File: src/rtl/gcm_input_loader.sv
// Frame loader for the AES-256-GCM core: collects 30 big-endian words into the core operands,
// then holds them while driving a level start until the core has finished and released done.
module gcm_input_loader #(
    parameter int WORDS = 30
) (
    input  logic         clk,
    input  logic         rst,
    input  logic         s_valid,
    output logic         s_ready,
    input  logic [31:0]  s_data,
    input  logic         s_last,
    output logic [255:0] key,
    output logic [95:0]  nonce,
    output logic [127:0] plaintext1,
    output logic [127:0] plaintext2,
    output logic [127:0] plaintext3,
    output logic [223:0] aad,
    output logic         core_start,
    input  logic         core_done,
    output logic         frame_err,
    output logic [15:0]  frame_cnt
);

    // Handshake: a word moves on a rising edge where s_valid && s_ready; s_valid may rise
    // at any time, and s_ready depends only on state so upstream never sees a comb path back.

    typedef enum logic [1:0] {
        ST_LOAD  = 2'd0,
        ST_START = 2'd1,
        ST_DRAIN = 2'd2
    } state_t;

    localparam int          FRAME_BITS = WORDS * 32;
    localparam logic [4:0]  LAST_IDX   = 5'(WORDS - 1);

    state_t                  state;
    state_t                  state_nxt;
    logic [4:0]              idx;
    logic [FRAME_BITS-1:0]   frame_q;

    logic                    xfer;
    logic                    at_last;
    logic                    good_end;
    logic                    bad_end;

    assign s_ready    = (state == ST_LOAD);
    assign core_start = (state == ST_START);

    assign xfer     = s_valid && s_ready;
    assign at_last  = (idx == LAST_IDX);
    assign good_end = xfer && at_last && s_last;
    assign bad_end  = xfer && (s_last != at_last);

    always_comb begin
        state_nxt = state;
        case (state)
            ST_LOAD:  if (good_end)   state_nxt = ST_START;
            ST_START: if (core_done)  state_nxt = ST_DRAIN;
            ST_DRAIN: if (!core_done) state_nxt = ST_LOAD;
            default:                  state_nxt = ST_LOAD;
        endcase
    end

    always_ff @(posedge clk or posedge rst) begin
        if (rst) begin
            state <= ST_LOAD;
        end else begin
            state <= state_nxt;
        end
    end

    // Any terminating word (good or malformed) restarts the word count at zero.
    always_ff @(posedge clk or posedge rst) begin
        if (rst) begin
            idx       <= '0;
            frame_err <= 1'b0;
        end else begin
            frame_err <= bad_end;
            if (xfer) begin
                if (s_last || at_last) begin
                    idx <= '0;
                end else begin
                    idx <= idx + 5'd1;
                end
            end
        end
    end

    // Word 0 lands in the most significant slot, so the frame is one big-endian vector.
    always_ff @(posedge clk or posedge rst) begin
        if (rst) begin
            frame_q <= '0;
        end else if (xfer) begin
            for (int i = 0; i < WORDS; i++) begin
                if (idx == 5'(i)) begin
                    frame_q[(WORDS-1-i)*32 +: 32] <= s_data;
                end
            end
        end
    end

    always_ff @(posedge clk or posedge rst) begin
        if (rst) begin
            frame_cnt <= '0;
        end else if (state == ST_START && core_done) begin
            frame_cnt <= frame_cnt + 16'd1;
        end
    end

    assign key        = frame_q[959:704];
    assign nonce      = frame_q[703:608];
    assign plaintext1 = frame_q[607:480];
    assign plaintext2 = frame_q[479:352];
    assign plaintext3 = frame_q[351:224];
    assign aad        = frame_q[223:0];

endmodule

File: config.mk
export PLATFORM = sky130hd
export DESIGN_NAME = gcm_input_loader
export DESIGN_NICKNAME = d
export VERILOG_FILES = /design/src/rtl/gcm_input_loader.sv
export SDC_FILE = /design/constraint.sdc
export NUM_CORES = 2
export LEC_CHECK = 0
export CAP_MARGIN = 20
export CORE_AREA = 8 8 385 387
export CTS_CLUSTER_SIZE = 8
export DETAILED_ROUTE_END_ITERATION = 7
export DIE_AREA = 0 0 393 395
export PLACE_DENSITY = 0.58
export SYNTH_ARGS = -nofsm -noshare
export SYNTH_HDL_FRONTEND = slang
export SYNTH_SLANG_ARGS = --single-unit
File: constraint.sdc
create_clock -name clk -period 45.8 [get_ports clk]
set_input_delay 6.87 -clock clk [delete_from_list [all_inputs] [get_ports clk]]
set_output_delay 6.87 -clock clk [all_outputs]
set_load 0.005 [all_outputs]
* Yosys cells after proc, flatten, opt, wreduce, memory -nomap -nowiden
Cells that the tools add are included.
Cells by class: add/sub/neg operators 2, eq/ne operators 35, mux-type cells 5, reductions and logical operators 39
Operator list (number):
- 5-bit == test (second input constant) | 14
- 2-bit AND reduction | 30
- 5-bit by 4-bit == test with 1-bit output (second input constant) | 8
- 5-bit by 3-bit == test with 1-bit output (second input constant) | 4
- 16-bit by 1-bit adder with 16-bit output (second input constant) | 1
- 5-bit by 2-bit == test with 1-bit output (second input constant) | 2
- 2-bit two-way mux | 3
- 2-bit case mux with 3 select lines | 1
- 5-bit by 1-bit adder with 5-bit output (second input constant) | 1
- 5-bit by 1-bit == test with 1-bit output (second input constant) | 1
- 1-bit logical AND | 5
- 5-bit zero test | 1
- 5-bit two-way mux | 1
- 2-bit by 1-bit != test with 1-bit output (second input constant) | 2
- 3-bit AND reduction | 1
- 2-bit by 1-bit == test with 1-bit output (second input constant) | 1
- 2-bit == test (second input constant) | 1
- 2-bit zero test | 1
- 2-bit != test (second input constant) | 1
- 1-bit logical OR | 1
- 1-bit != test | 1
Word-level totals: flip-flop bits (word level) 984, input bits 37, output and inout port bits 979, word-level logic and storage cells 115

* Depth between registers and ports, before layout
word-level depth 6, depth in mapped cells 7

* Worst setup path before layout
No wires, ideal clock.
path kind in2reg, from in s_valid, to reg frame_q[512], arrival time 8.175 ns, data required time 45.675 ns, path slack 37.500 ns, cell stages on the path 5, buffers on the path 2, cells stage by stage or3b_1 > buf_6 > nor3b_4 > buf_6 > mux2_4
On the way: cells in the longest elaborated chain, start to end 2
RTL lines:
- from (decl) | RTL line 8 | input logic s_valid,
- 1-bit logical AND | RTL line 49 | assign xfer = s_valid && s_ready;
- 2-bit AND reduction (no line)
- to (signal, indexed assignment) | RTL line 96 | frame_q[(WORDS-1-i)*32 +: 32] <= s_data;
- to (decl) | RTL line 39 | logic [FRAME_BITS-1:0] frame_q;
No other way between the ends. A chain may end at the register's enable or synchronous reset.

==> flow_summary.json <==
{
  "cts_sinks": 984,
  "wl_per_cell_um": 27.5,
  "fp.dieW_um": 393,
  "nNetsFinal": 3336,
  "clk_latency_ns": 0.76,
  "boundaryPins": 1016,
  "ant_nets": 0,
  "relSlewSlack": 0.248,
  "fin_skew_ns": 0.0182,
  "synth_nets": 2314,
  "rows": 139,
  "power_switching_mw": 0.636,
  "grt_max_degree": 138,
  "clockRootBuffer": "clkbuf_16",
  "post_cts_resized": 0,
  "setup_violations": 0,
  "path_class": "primary input to asynchronous set/reset pin",
  "ys_seq_area_frac": 0.658,
  "num_vias": 23400,
  "synthFlopType": "dfrtp_1",
  "intPower_mw": 1.88,
  "layout_common_cells": "996 x clkdlybuf4s50_1, 984 x dfrtp_1, 926 x mux2_2",
  "syn_area_per_cell_um2": 16.5,
  "power_density_mw_per_mm2": 47.2,
  "synthCells": 2270,
  "min_period_ns": 10.46,
  "synth_edf_count": 0,
  "cap_violations": 0,
  "synth.distinct_cells": 38,
  "drive_above_1_share": 0.367,
  "htreeDepth": 4,
  "post-dp-hpwl_um": 98700,
  "first_iter_violations": 992,
  "core_area_mm2": 0.142,
  "tightest_slew_ns": 1.13,
  "status": "finished, final reports clean",
  "antenna_found_initial": 10,
  "async_flop_share": 1.00,
  "start_kind": "primary input",
  "syn-cell-area_mm2": 0.0374,
  "post_cts_buffers": 0,
  "gp_congestion": 0.754,
  "arrival_ns": 11.23,
  "layout_commonest_cell": "clkdlybuf4s50_1",
  "cts_buffer_depth": 3,
  "power_frac_seq": 0.424,
  "design.die.area_mm2": 0.155,
  "slew_viol_final": 0,
  "drc_errors": 0,
  "hold_class": "register to register",
  "port-buffer-count": 1015,
  "fmax_mhz": 95.6,
  "comb_power_share": 0.199,
  "cts_hold_repair.buffers": 0,
  "path_max_fanout": 137,
  "grt_first_pass_wirelength_um": 199000,
  "hold_viol": 0,
  "endpoint_kind": "asynchronous set/reset pin",
  "grt_usage": 0.179,
  "vias_per_cell": 4.48,
  "grt_pass1_vias": 24700,
  "start_util": 0.263,
  "cp.required_ns": 46.57,
  "cts_buffers": 142,
  "gr-total-overflow": 0,
  "synth_warnings": 0,
  "wirelength_um": 143000,
  "clk_pin_slew_ns": 0.05,
  "post-route-util": 0.375,
  "die_y_um": 395,
  "dr.pass1.iters": 4,
  "rsz0062_at_grt": "false",
  "p_leak_nw": 24.6,
  "irDropWorstVdd_mv": 0.0360,
  "pwr-share-clk": 0.377,
  "post-route-period-util": 0.228,
  "cts_tree": "yes",
  "switching_share": 0.253,
  "synth-seq-cells": 984,
  "area_growth_pct": 42.5,
  "tns_ns": 0
}
[final cells by class]
| cell class | instances | area, um2 |
|---|---|---|
| Fill cell | 13700 | 88900 |
| Sequential cell | 984 | 24600 |
| Tap cell | 1903 | 2380 |
| Clock inverter | 11 | 201 |
| Antenna cell | 4 | 10.0 |
| Clock buffer | 153 | 3700 |
| Inverter | 5 | 26.3 |
| Multi-Input combinational cell | 1086 | 11800 |
| Timing Repair Buffer | 1073 | 10500 |
[Yosys cell counts (3+ instances only)]
master / n / area (um2)
clkbuf_1: 97 / 364
nand3_1: 14 / 70.1
nand4_1: 4 / 25.0
mux2_4: 20 / 300
buf_2: 58 / 290
nor2_4: 5 / 56.3
and3_1: 3 / 18.8
nand2b_1: 3 / 18.8
buf_6: 29 / 327
nand2_2: 4 / 25.0
xor2_1: 6 / 52.6
and2_1: 4 / 25.0
mux2_2: 926 / 10400
dfrtp_1: 984 / 24600
o21ai_0: 5 / 25.0
mux2_1: 15 / 169
buf_4: 10 / 75.1
ha_1: 7 / 87.6
nor2b_1: 7 / 43.8
nor2_1: 15 / 56.3
inv_1: 5 / 18.8
nand2_1: 21 / 78.8
xnor2_1: 9 / 78.8
[stage by stage]
stage / cell area (um2) / total power [mW] / hold slack, ns / setup slack, ns / instances
2_1_floorplan: 37400 / 1.23 / 0.468 / 11.25 / 2270
3_5_place_dp: 49400 / 1.59 / 0.470 / 34.37 / 5051
3_3_place_gp: 49400 / 1.58 / 0.467 / 34.38 / 5049
5_1_grt: 53300 / 2.62 / 0.504 / 34.71 / 5216
4_1_cts: 53300 / 2.56 / 0.490 / 35.20 / 5215
6_report: 53300 / 2.52 / 0.481 / 35.34 / 5219
[worst max-delay path, stage by stage]
cell and delay, ns:
clkdlybuf4s50_1 0.49, inv_8 0.65, buf_4 0.82, buf_4 0.79, buf_4 0.76, buf_12 0.57
[layer usage]
layer | GRT usage | vias to the layer above | wire length [um]
li1 | - | 9898 | -
met1 | 0.203 | 12400 | 54500
met2 | 0.307 | 827 | 71700
met3 | 0.0667 | 195 | 12600
met4 | 0.0630 | 0 | 4730
met5 | 0 | - | 0
[path summary, 6_finish.rpt]
check	start	end	slack [ns]	cells past startpoint
max	rst	frame_q[109]	35.34	6
min	frame_cnt[15]	frame_cnt[15]	0.48	1
max reg2reg	state[0]	frame_q[397]	42.58	5
min reg2reg	frame_cnt[15]	frame_cnt[15]	0.48	1
max in group clk	s_valid	frame_q[397]	36.50	6
min in group asynchronous	rst	frame_cnt[13]	6.72	2
[cell families after synthesis]
kind of cell,synth area share
AOI/OAI and AO/OA,0.00124
adders and majority gates,0.00234
buffers and inverters,0.0289
and+or+nand+nor,0.0148
muxes,0.291
xor gates and xnor gates,0.00351
DFF,0.658
[state kept, by name, indices dropped and copies added (netlist names)]
register   flops
idx            5
frame_q      960
frame_err      1
state          2
frame_cnt     16
[power groups by stage]
stage | logic (mW) | clock network [mW] | registers, mW
2_1_floorplan | 0.145 | 0 | 1.09
3_3_place_gp | 0.507 | 0 | 1.08
3_5_place_dp | 0.511 | 0 | 1.08
4_1_cts | 0.512 | 0.976 | 1.07
5_1_grt | 0.529 | 1.01 | 1.08
6_report | 0.501 | 0.949 | 1.07
(Power assumes the default switching activity.)
